$ cat src/rtl/berger_pkg.sv
// Shared Berger-code definitions: field widths, the stage-2 payload type and
// a reference encoder for the producer side of the link.
package berger_pkg;

    localparam int BERGER_DATA_W    = 8;
    localparam int BERGER_CHECK_W   = 4;
    localparam int BERGER_CODE_W    = 12;
    localparam int BERGER_ERR_CNT_W = 16;

    // A clean word has ones(data) + check equal to the data width.
    localparam logic [BERGER_CHECK_W:0] BERGER_SUM_OK = 5'd8;

    typedef struct packed {
        logic [BERGER_DATA_W-1:0] data;
        logic                     err;
    } berger_s2_t;

    // Check field = number of zeros in the data byte.
    function automatic logic [BERGER_CODE_W-1:0] berger_encode(input logic [BERGER_DATA_W-1:0] d);
        logic [BERGER_CHECK_W-1:0] zeros;
        zeros = '0;
        for (int i = 0; i < BERGER_DATA_W; i++)
            zeros = zeros + {{(BERGER_CHECK_W-1){1'b0}}, ~d[i]};
        return {d, zeros};
    endfunction

endpackage

$ cat src/rtl/berger_popcount8.sv
// Combinational ones-count of an 8-bit data byte (result 0..8).
module berger_popcount8
    import berger_pkg::*;
(
    input  logic [BERGER_DATA_W-1:0]  data,
    output logic [BERGER_CHECK_W-1:0] ones
);

    // Sum the set bits of the byte.
    always_comb begin
        ones = '0;
        for (int i = 0; i < BERGER_DATA_W; i++)
            ones = ones + {{(BERGER_CHECK_W-1){1'b0}}, data[i]};
    end

endmodule

$ cat config.mk
export PLATFORM = sky130hd
export DESIGN_NAME = berger_popcount8
export DESIGN_NICKNAME = d
export VERILOG_FILES = /design/src/rtl/berger_pkg.sv /design/src/rtl/berger_popcount8.sv
export SDC_FILE = /design/constraint.sdc
export NUM_CORES = 1
export LEC_CHECK = 0
export CAP_MARGIN = 10
export CORE_AREA = 2 2 39 41
export DETAILED_ROUTE_END_ITERATION = 6
export DIE_AREA = 0 0 41 43
export MAX_ROUTING_LAYER = met4
export PLACE_DENSITY = 0.47
export SLEW_MARGIN = 20
export SYNTH_ARGS = -nofsm -noshare
export SYNTH_HDL_FRONTEND = slang
export SYNTH_SLANG_ARGS = --single-unit
$ cat constraint.sdc
create_clock -name vclk -period 4.74
set_clock_uncertainty 0.05 [all_clocks]
set_input_delay 0.948 -clock vclk [all_inputs]
set_output_delay 0.948 -clock vclk [all_outputs]
set_load 0.02 [all_outputs]
==> flow_summary.yaml, run 1 <==
route:
  drc_errors: 0
  wl_um: 300
  vias: 173
  drtPass1Iterations: 1
  drtIter0Drc: 0
  vias_per_cell: 3.26
  antenna_left: 0
  avgRoutedWirePerCell_um: 5.66
timing:
  finalHoldViolCount: 0
  layout_setup_ws_ns: 0.120
  fin_crit_sh_pct: 97.5
  relSlewSlack_pct: 86.0
  setup_viol: 0
  fin_crit_ns: 4.62
  max_freq_ghz: 0.216
  holdWs_ns: 2.80
  rsz0062_at_grt: "no"
  tightest_slew_ns: 0.209
  drv_slew: 0
synth:
  syn-cell-area_sq_um: 190
  synthesis.nets: 39
  synthTopCellsByArea: "fa_1 42%, inv_1 28%, ha_1 20%, xnor2_1 4.6%, nor2b_1 3.3%"
  ys_warn_count: 0
  yosysMostFrequentCell: "inv_1"
  synthTopCellsByCount: "14 x inv_1, 4 x fa_1, 3 x ha_1"
  netlist.area_leader.share_pct: 42.1
  syn_inst: 24
  seq_area_frac_synth_pct: 0
  synth_cell_types: 6
  syn_area_per_cell_sq_um: 7.92
  synth_area_leader_cell: "fa_1"
layout:
  diodes: 0
  n_clock_buffer: 0
  regArea_sq_um: 0
  drive_gt1_share_pct: 21.6
  numSequentialCells: 0
  syn_to_final_growth_pct: 80.9
  finalNetCount: 54
  utilization_pct: 24.9
placement:
  place_hpwl_um: 288
  io_buffers: 12
  gp_congestion: 0.603
  pre_cts_ws_ns: -0.539
floorplanning:
  die_h_um: 43
  fp.dieW_um: 41
  start_util_pct: 13.7
  io_pins: 12
  dieArea_sq_um: 1760
  core_sq_um: 1380
  rows: 14
global_route:
  grt_pass1_wl_um: 531
  grt_pass1_vias: 155
  grt-ovfl-total: 0
  grt_max_degree: 3
  antenna_found_initial: 0
  grtUsageTotal_pct: 4.02
worst_setup_path:
  path_cells: "dlygate4sd2_1, inv_1, fa_1, fa_1, fa_1, inv_1, ha_2, clkdlybuf4s50_1"
  worstPathRequired_ns: 3.74
  cp.arrival_ns: 3.62
  max_stage_delay_ns: 0.59
  cp-start-kind: "input pin"
  crit_type: "input pin to primary output"
  cp_slowest_cell: "clkdlybuf4s50_1"
  cp-end-kind: "primary output"
  path_max_fanout: 1
  cp_common_cell: "fa_1"
power_and_ir_drop:
  p_leak_nw: 0.194
  ir_drop_uv: 77.0
  power_density_nw_per_um2: 263
worst_hold_path:
  hold_depth: 7
  hold_class: "input pin to primary output"
job:
  max_cap_violations: 0
clock_tree:
  postCtsSetupRepairBufs: 0
  cts-hold-fix-buffers: 0
run_status:
  status: "finished clean"
==> repair_timing <==
action	CTS	global route
endpoints found under the setup margin	4	1
resized for setup	19	2
gates cloned	0	0
pin swaps	2	4
==> path summary, 6_finish.rpt <==
| path | start | slack (ns) | to |
|---|---|---|---|
| setup / recovery | data[3] | 0.12 | ones[0] |
| hold / removal | data[0] | 2.80 | ones[2] |
==> stage by stage <==
stage               instances  setup TNS (ns)  area, sq um  total power [W]
floorplan                  24               0          190        0.0000496
CTS                        53               0          334        0.0000878
global route               53               0          344         0.000103
detailed placement         53           -1.36          338        0.0000868
global placement           53           -1.42          338        0.0000869
finish                     53               0          344        0.0000907
==> where the power goes <==
part	internal (W)	total, W	switching (W)
logic	0.0000470	0.0000907	0.0000437
clock network	0	0	0
registers	0	0	0
==> metal layers <==
| layer | share of wire (%) | GRT usage (%) | up-vias |
|---|---|---|---|
| met5 | 0 | - | - |
| met3 | 12 | 0 | 0 |
| li1 | - | - | 88 |
| met2 | 46 | 6.88 | 8 |
| met1 | 42 | 5.48 | 77 |
| met4 | 0 | 0 | 0 |
==> logic make-up after synthesis <==
| kind of cell | count (synthesis) | synth area share [%] |
|---|---|---|
| buf+inv | 14 | 27.6 |
| fa+ha+maj | 7 | 61.8 |
| compound gates | 1 | 2.63 |
| xor+xnor | 1 | 4.61 |
| simple gates | 1 | 3.29 |
==> placed cells by master (no fill, tap or decap) <==
master,Yosys,routed
a21oi_1,1,1
clkdlybuf4s50_1,0,6
fa_2,0,1
buf_6,0,1
dlygate4sd2_1,0,4
ha_2,0,1
nor2b_1,1,1
ha_1,3,2
inv_2,0,2
xnor2_2,0,1
buf_4,0,2
fa_1,4,3
inv_1,14,12
==> critical path, delay by kind of cell <==
family | cells | cell delay (ns)
fa+ha+maj | 4 | 1.80
buf+inv | 4 | 0.87
==> final cells by class <==
| cell class | instances | area, sq um |
|---|---|---|
| fill | 168 | 1040 |
| inverter | 14 | 52.6 |
| multi-input combinational | 10 | 150 |
| tap | 16 | 20.0 |
| timing repair buffer | 13 | 121 |
Power figures use the tool's default switching activity.
==> inputs of run 2 (changes only) <==
- GPL_TIMING_DRIVEN: unset -> 0
==> run 2 against run 1 <==
Effect of this change: first-iteration DRC count is the same; critical path depth up 3; total power shrank 4.3%; worst hold slack improved by 0.00062 ns; non-clock buffer count did not move; count of clock-buffer cells in the layout did not move; sequential share of layout area did not move; cell count did not move; fmax grew 0.27%; design area fell by 2.2%; via count fell by 6.4%.
==> flow_summary.yaml, run 2 (same netlist as run 1, synthesis figures left out) <==
timing:
  fin_crit_sh_pct: 97.2
  fin_tns_setup_ns: 0
  holdWs_ns: 2.80
  fin_crit_ns: 4.61
  rsz0062_at_grt: "no"
  relSlewSlack_pct: 86.0
  drv_slew: 0
  finalHoldViolCount: 0
  max_freq_ghz: 0.217
  tightest_slew_ns: 0.209
  setup_viol: 0
floorplanning:
  dieArea_sq_um: 1760
  fp.dieW_um: 41
  die_h_um: 43
  start_util_pct: 13.7
  rows: 14
  core_sq_um: 1380
  io_pins: 12
worst_setup_path:
  cp-end-kind: "primary output"
  path_max_fanout: 2
  cp-start-kind: "input pin"
  cp.arrival_ns: 3.61
  worstPathRequired_ns: 3.74
  crit_type: "input pin to primary output"
power_and_ir_drop:
  sw_frac_of_total_pct: 49.0
  fin_total_pwr_w: 0.0000868
  clkPwrFrac_pct: 0
  ir_drop_uv: 75.4
  comb_power_share_pct: 100.0
  p_int_w: 0.0000442
  pwr-share-seq_pct: 0
  power_density_nw_per_um2: 258
  p_leak_nw: 0.189
  switchingPower_w: 0.0000426
global_route:
  grt_pass1_vias: 155
  antenna_found_initial: 0
  grtUsageTotal_pct: 4.02
  grt_pass1_wl_um: 524
  grt_max_degree: 3
  grt-ovfl-total: 0
layout:
  finalNetCount: 54
  syn_to_final_growth_pct: 77.0
  numSequentialCells: 0
  layout_commonest_cell: "inv_1"
  drive_gt1_share_pct: 16.2
  utilization_pct: 24.3
  diodes: 0
  n_clock_buffer: 0
  finalInstanceArea_sq_um: 337
  regArea_sq_um: 0
  final_cell_mix: "13 x inv_1, 6 x clkdlybuf4s50_1, 4 x dlygate4sd2_1"
worst_hold_path:
  hold_class: "input pin to primary output"
placement:
  dpl_cell_area_sq_um: 330
  place_hpwl_um: 278
  io_buffers: 12
  gp_congestion: 0.616
route:
  vias_per_cell: 3.06
  antenna_left: 0
  avgRoutedWirePerCell_um: 5.47
  drtPass1Iterations: 1
  drc_errors: 0
  wl_um: 290
  vias: 162
  drtIter0Drc: 0
run_status:
  status: "finished clean"
clock_tree:
  cts-hold-fix-buffers: 0
job:
  max_cap_violations: 0
run 2: cell counts in the layout (fill, tap and decap cells not counted):
Identical to the previous run, type by type.
run 2: worst max-delay path: stages:
cell	delay (ns)
dlygate4sd2_1	0.19
inv_1	0.05
fa_1	0.54
fa_1	0.43
fa_1	0.46
inv_1	0.07
ha_2	0.18
inv_2	0.04
fa_2	0.54
inv_1	0.04
buf_6	0.12
run 2: what timing repair did:
action,4_1_cts,5_1_grt
resized for setup,17,2
buffers inserted,1,0
pin swaps,4,2
setup endpoints to repair,4,1
run 2: final cells by class:
class | instances | area (sq um)
fill | 157 | 1050
tap | 16 | 20.0
timing repair buffer | 13 | 121
inverter | 14 | 52.6
multi-input combinational | 10 | 143
run 2: through the flow:
step	instances	worst slack [ns]
2_1_floorplan	24	0.366
3_3_place_gp	52	-0.557
3_5_place_dp	52	-0.544
4_1_cts	53	0.0454
5_1_grt	53	0.0239
6_report	53	0.133
run 2: worst paths after layout:
check / slack, ns / cells past startpoint / startpoint / end
hold / removal: 2.80 / 7 / data[0] / ones[2]
setup / recovery: 0.13 / 11 / data[3] / ones[1]
run 2: power groups by stage:
stage | clock network (W) | registers, W | logic [W]
floorplan | 0 | 0 | 0.0000496
global placement | 0 | 0 | 0.0000845
detailed placement | 0 | 0 | 0.0000845
CTS | 0 | 0 | 0.0000863
global route | 0 | 0 | 0.0000974
finish | 0 | 0 | 0.0000868
run 2: layer usage:
metal	vias to the layer above	GRT usage, %	routed length [um]
met3	0	0	34
met5	-	-	0
met2	8	7.50	129
met4	0	0	0
li1	88	-	-
met1	66	4.84	126
